$ cat config.mk
export PLATFORM = sky130hd
export DESIGN_NAME = fsm_wr
export DESIGN_NICKNAME = d
export VERILOG_FILES = /design/src/rtl/fsm_wr_pkg.sv /design/src/rtl/fsm_wr_sat_cnt.sv /design/src/rtl/fsm_wr.sv
export SDC_FILE = /design/constraint.sdc
export NUM_CORES = 1
export LEC_CHECK = 0
export ABC_AREA = 0
export BUFFER_PORTS_ARGS = -buffer_cell sky130_fd_sc_hd__buf_2
export CORE_MARGIN = 4
export CORE_UTILIZATION = 30
export DETAILED_ROUTE_END_ITERATION = 10
export PLACE_DENSITY = 0.61
export SLEW_MARGIN = 20
export SYNTH_ARGS = -nofsm -noshare
export SYNTH_HDL_FRONTEND = slang
export SYNTH_HIERARCHICAL = 1
export SYNTH_SLANG_ARGS = --single-unit
export TNS_END_PERCENT = 1
$ cat constraint.sdc
create_clock -name clk -period 2.4 [get_ports clk]
set_clock_uncertainty 0.1 [all_clocks]
set_input_delay 0.48 -clock clk [delete_from_list [all_inputs] [get_ports clk]]
set_output_delay 0.48 -clock clk [all_outputs]
set_load 0.05 [all_outputs]
$ cat src/rtl/fsm_wr_pkg.sv
// Shared types and default sizing for the sample-RAM write stage.
package fsm_wr_pkg;

  localparam int DATA_W     = 16;
  localparam int DEPTH      = 8;
  localparam int ADDR_W     = 3;
  localparam int RD_HOLDOFF = 34;

  typedef enum logic [1:0] {FILL, HANDOFF, HOLD} wr_state_t;

endpackage

$ cat src/rtl/fsm_wr_sat_cnt.sv
// Saturating up-counter with asynchronous active-low reset; sticks at all-ones.
module sat_cnt #(
  parameter int W = 8
) (
  input  logic         clk,
  input  logic         rstn,
  input  logic         inc,
  output logic [W-1:0] cnt
);

  function automatic logic [W-1:0] sat_inc(input logic [W-1:0] v);
    return (v == {W{1'b1}}) ? v : v + 1'b1;
  endfunction

  always_ff @(posedge clk or negedge rstn) begin
    if (!rstn) cnt <= '0;
    else if (inc) cnt <= sat_inc(cnt);
  end

endmodule

$ cat src/rtl/fsm_wr.sv
// Write side of the sample RAM: fills DEPTH words, pulses read_en, then holds off.
// Optional drop counter enabled by defining FSM_WR_DROP_CNT_EN.
module fsm_wr
  import fsm_wr_pkg::*;
#(
  parameter int  DATA_W     = fsm_wr_pkg::DATA_W,
  parameter int  DEPTH      = fsm_wr_pkg::DEPTH,
  parameter int  RD_HOLDOFF = fsm_wr_pkg::RD_HOLDOFF,
  parameter int  DROP_W     = 8,
  localparam int ADDR_W     = $clog2(DEPTH),
  localparam int HOLD_W     = $clog2(RD_HOLDOFF + 1)
) (
  input  logic              clk,
  input  logic              rstn,
  input  logic              sample_vld,
  input  logic [DATA_W-1:0] sample_i,
  output logic              wr_en,
  output logic [ADDR_W-1:0] addr_wr,
  output logic [DATA_W-1:0] wr_data,
  output logic              read_en,
  output logic              busy,
  output logic [DROP_W-1:0] drop_cnt
);

  wr_state_t           state_p1, state_nxt;
  logic [ADDR_W-1:0]   wr_ptr_p1, wr_ptr_nxt;
  logic [HOLD_W-1:0]   hold_cnt_p1, hold_cnt_nxt;
  logic                vld_p1, vld_nxt;
  logic [ADDR_W-1:0]   addr_p1, addr_nxt;
  logic [DATA_W-1:0]   data_p1, data_nxt;
  logic                read_en_p1, read_en_nxt;

  always_comb begin
    state_nxt    = state_p1;
    wr_ptr_nxt   = wr_ptr_p1;
    hold_cnt_nxt = hold_cnt_p1;
    vld_nxt      = 1'b0;
    addr_nxt     = addr_p1;
    data_nxt     = data_p1;
    read_en_nxt  = 1'b0;
    case (state_p1)
      FILL: begin
        if (sample_vld) begin
          vld_nxt    = 1'b1;
          addr_nxt   = wr_ptr_p1;
          data_nxt   = sample_i;
          wr_ptr_nxt = wr_ptr_p1 + 1'b1;
          if (wr_ptr_p1 == ADDR_W'(DEPTH - 1)) begin
            wr_ptr_nxt = '0;
            state_nxt  = HANDOFF;
          end
        end
      end
      HANDOFF: begin
        read_en_nxt  = 1'b1;
        hold_cnt_nxt = HOLD_W'(RD_HOLDOFF - 1);
        state_nxt    = HOLD;
      end
      HOLD: begin
        // Reader needs the RAM frozen until it is back in IDLE.
        if (hold_cnt_p1 == '0) state_nxt = FILL;
        else hold_cnt_nxt = hold_cnt_p1 - 1'b1;
      end
      default: state_nxt = FILL;
    endcase
  end

  // ---- stage p1: registered state and RAM write port ----
  always_ff @(posedge clk or negedge rstn) begin
    if (!rstn) begin
      state_p1    <= FILL;
      wr_ptr_p1   <= '0;
      hold_cnt_p1 <= '0;
      vld_p1      <= 1'b0;
      addr_p1     <= '0;
      data_p1     <= '0;
      read_en_p1  <= 1'b0;
    end else begin
      state_p1    <= state_nxt;
      wr_ptr_p1   <= wr_ptr_nxt;
      hold_cnt_p1 <= hold_cnt_nxt;
      vld_p1      <= vld_nxt;
      addr_p1     <= addr_nxt;
      data_p1     <= data_nxt;
      read_en_p1  <= read_en_nxt;
    end
  end

  assign wr_en   = vld_p1;
  assign addr_wr = addr_p1;
  assign wr_data = data_p1;
  assign read_en = read_en_p1;
  assign busy    = (state_p1 != FILL);

`ifdef FSM_WR_DROP_CNT_EN
  sat_cnt #(.W(DROP_W)) u_drop_cnt (
    .clk  (clk),
    .rstn (rstn),
    .inc  (sample_vld && busy),
    .cnt  (drop_cnt)
  );
`else
  assign drop_cnt = '0;
`endif

endmodule

==> metrics.md <==
| Metric | Value |
|---|---|
| Status | finished clean |
| Routed wire length | 2.86 mm |
| P_int | 1.42 mW |
| Initial antenna violation count | 0 |
| Cell Area, Synth | 1500 µm² |
| Peak supply drop | 0.700 mV |
| Simple-Gate Fraction of Synth Area | 13.6% |
| P per Cell Area | 1520 nW/µm² |
| FFs w/ async S/R, synth | 100% |
| Slew margin rel. | 52.6% |
| Leak pwr | 0.853 nW |
| I/O pin count | 49 |
| Port Buffers | 40 |
| Data arrival time of the critical path | 1.45 ns |
| Yosys reg bits | 32 |
| Slowest CP cell | dfrtp_1 |
| Vias in the first global route | 933 |
| Final Hold Fails | 0 |
| Initial drt markers | 33 |
| Mean Syn Cell Area | 12.8 µm² |
| Layout cell share with drive strength beyond 1 | 41.5% |
| Part of the power in registers | 35.4% |
| # diodes | 0 |
| Worst setup EP type | output pin |
| Mux share of post-synthesis cell area | 15.7% |
| CTS Root Buffer Type | clkbuf_8 |
| Final setup viols | 0 |
| Max FO, Critical Path | 16 |
| Synth warn | 6 |
| Final worst slack | 0.374 ns |
| Cell variety after synth | 35 |
| Most frequent cell after synthesis | dfrtp_1 |
| Via count | 974 |
| Min Clock Period, post-route | 2.03 ns |
| Comb power frac | 50.7% |
| 1st-pass router iterations | 3 |
| Max-Cap Viols | 0 |
| Worst path bufs/invs | 1 |
| Routability cong. | 0.764 |
| Die Y | 78.8 µm |
| Cell Count Post-Placement | 219 |
| EDFF count, synth | 0 |
| Number of nets in the layout | 182 |
| GR Overflow Total | 0 |
| Skew-Pair Late Insertion Delay | 0.28 ns |
| Syn Inst Count | 117 |
| Post-synth top area share | 53.3% |
| Largest family of logic cells by synthesized area | multiplexers |
| Via density | 4.31 |
| Synth Area in Adders | 3.33% |
| Cell row count | 25 |
| Clock share of power | 13.9% |
| Setup TNS | 0 ns |
| Avg WL per Cell | 12.6 µm |
| RSZ-0062 raised after global routing | false |
| Place WS | 0.687 ns |
| Post-CTS setup buffers | 0 |
| Clock buffer depth | 2 |
| Layout Cells excl Fill | 226 |
| Xor and xnor area share after synthesis | 0% |
| Core Area | 4790 µm² |
| Global-route wire length before repair | 4.44 mm |
| Clock-pin slew on the worst setup and hold paths | 0.06 ns |
| Layout area overhead | 19.9% |
| FF-to-FF Start | state_p1[1]$_DFFE_PN0P_ |
| Number of antenna-violating nets in the routed design | 0 |
| Hold Buf Count CTS | 0 |
| GR Util All Layers | 9.39% |
| Largest net degree at the start of global routing | 33 |
| Top cells by count, synth | dfrtp_1, mux2_2, buf_4 |
| Top_reg_cell synth | dfrtp_1 |
| CTS resizes | 0 |
| CP startpoint kind | flop |
| Critical path data required time | 1.82 ns |
| Kind of critical path | flop to output pin |
| Remaining DRCs | 0 |
| Worst Hold Class | input pin to asynchronous set/reset pin |
| Fin crit share | 84.4% |
| Cells along the critical path | or2_2 -> buf_2 |
| Critical path launch point | state_p1[1]$_DFFE_PN0P_ |
| Least-Margin Pin Slew | 0.711 ns |
| Post-synthesis sequential area ratio | 53.3% |
| Die area | 6210 µm² |
| Peak Freq | 494 MHz |
| Starting Density | 31.4% |
| HPWL after detailed placement | 1.99 mm |
| Sw Ratio | 48.2% |
| Top post-synthesis cells by area | dfrtp_1, mux2_2, mux2_1 |
| CTS buffer count | 5 |
| Slowest cell delay on critical path | 0.55 ns |
| Synth area leader | dfrtp_1 |
| Post-synthesis compound-gate area fraction | 6.41% |
| Clock sink count | 32 |
| TritonCTS clock tree | done |
| H-tree depth | 2 |
| Delay-heaviest family, CP | flip-flops |
| Die Span X | 78.8 µm |
| Final Max Tran Viols | 0 |
| Net Switching | 1.32 mW |
## metal layers
layer	routed length [µm]	track usage (%)	vias up
li1	-	-	476
met1	1250	11.3	465
met2	1400	14.8	27
met3	149	3.40	6
met4	55	4.72	0
met5	0	0	-
## metrics by stage
step	util, %	cell area (µm²)	hold slack [ns]	power [mW]
final	37.6	1800	0.146	2.74
after global routing	37.6	1800	0.193	2.90
after CTS	37.6	1800	0.168	2.77
after detailed placement	36.0	1720	0.369	2.37
after global placement	36.0	1720	0.364	2.36
after floorplan	-	1530	0.0844	2.10
## final cells by class
cell class / count / area (µm²)
multi-input combinational: 75 / 617
sequential: 32 / 801
clock buffer: 6 / 72.6
inverter: 4 / 15.0
fill: 464 / 2980
timing repair buffer: 41 / 208
clock inverter: 1 / 5.00
tap: 67 / 83.8
## worst reg2reg max path, stage by stage, from the launching register on
cell	delay, ns
dfrtp_1	0.64
or4b_1	0.56
o211ai_1	0.22
o41ai_2	0.10
## power groups by stage
stage | clock, mW | combinational (mW) | sequential, mW
6_report | 0.382 | 1.39 | 0.969
5_1_grt | 0.423 | 1.47 | 1.00
4_1_cts | 0.396 | 1.40 | 0.970
3_5_place_dp | 0 | 1.39 | 0.974
3_3_place_gp | 0 | 1.39 | 0.968
2_1_floorplan | 0 | 0.607 | 1.49
## worst paths after layout
| check | end | slack [ns] | cells past startpoint |
|---|---|---|---|
| max | busy | 0.37 | 2 |
| min | wr_data[6]$_DFFE_PN0P_ | 0.15 | 1 |
| max reg2reg | hold_cnt_p1[3]$_DFFE_PN0P_ | 0.67 | 3 |
| min reg2reg | wr_data[11]$_DFFE_PN0P_ | 0.39 | 1 |
| max in group asynchronous | addr_wr[1]$_DFFE_PN0P_ | 1.59 | 1 |
| min in group clk | wr_data[13]$_DFFE_PN0P_ | 0.31 | 2 |
## flip-flops by register name, summed over array words and instances, names as in the netlist
register	cells
wr_en	1
hold_cnt_p1	6
addr_wr	3
state_p1	2
wr_data	16
wr_ptr_p1	3
read_en	1
## placed cells by master, fill, tap and decap left out, types with 2 or more instances in the layout
cell type,n
ha_1,4
nand2_1,2
mux2_1,7
dfrtp_1,32
buf_2,40
inv_1,4
clkbuf_8,5
nor2b_1,3
o21ai_0,2
nor3_1,4
nor2_1,6
or4b_1,2
mux2_2,14
conb_1,8
nand3b_1,2
nand2b_1,3
## cells by family (layout without fill, tap and decap cells)
family          Yosys count  count (layout)
simple gates             31              31
buf+inv                  17              52
compound gates           11              11
flops                    32              32
other cells               1               8
fa+ha+maj                 4               4
mux                      21              21
Power figures use the tool's default switching activity.
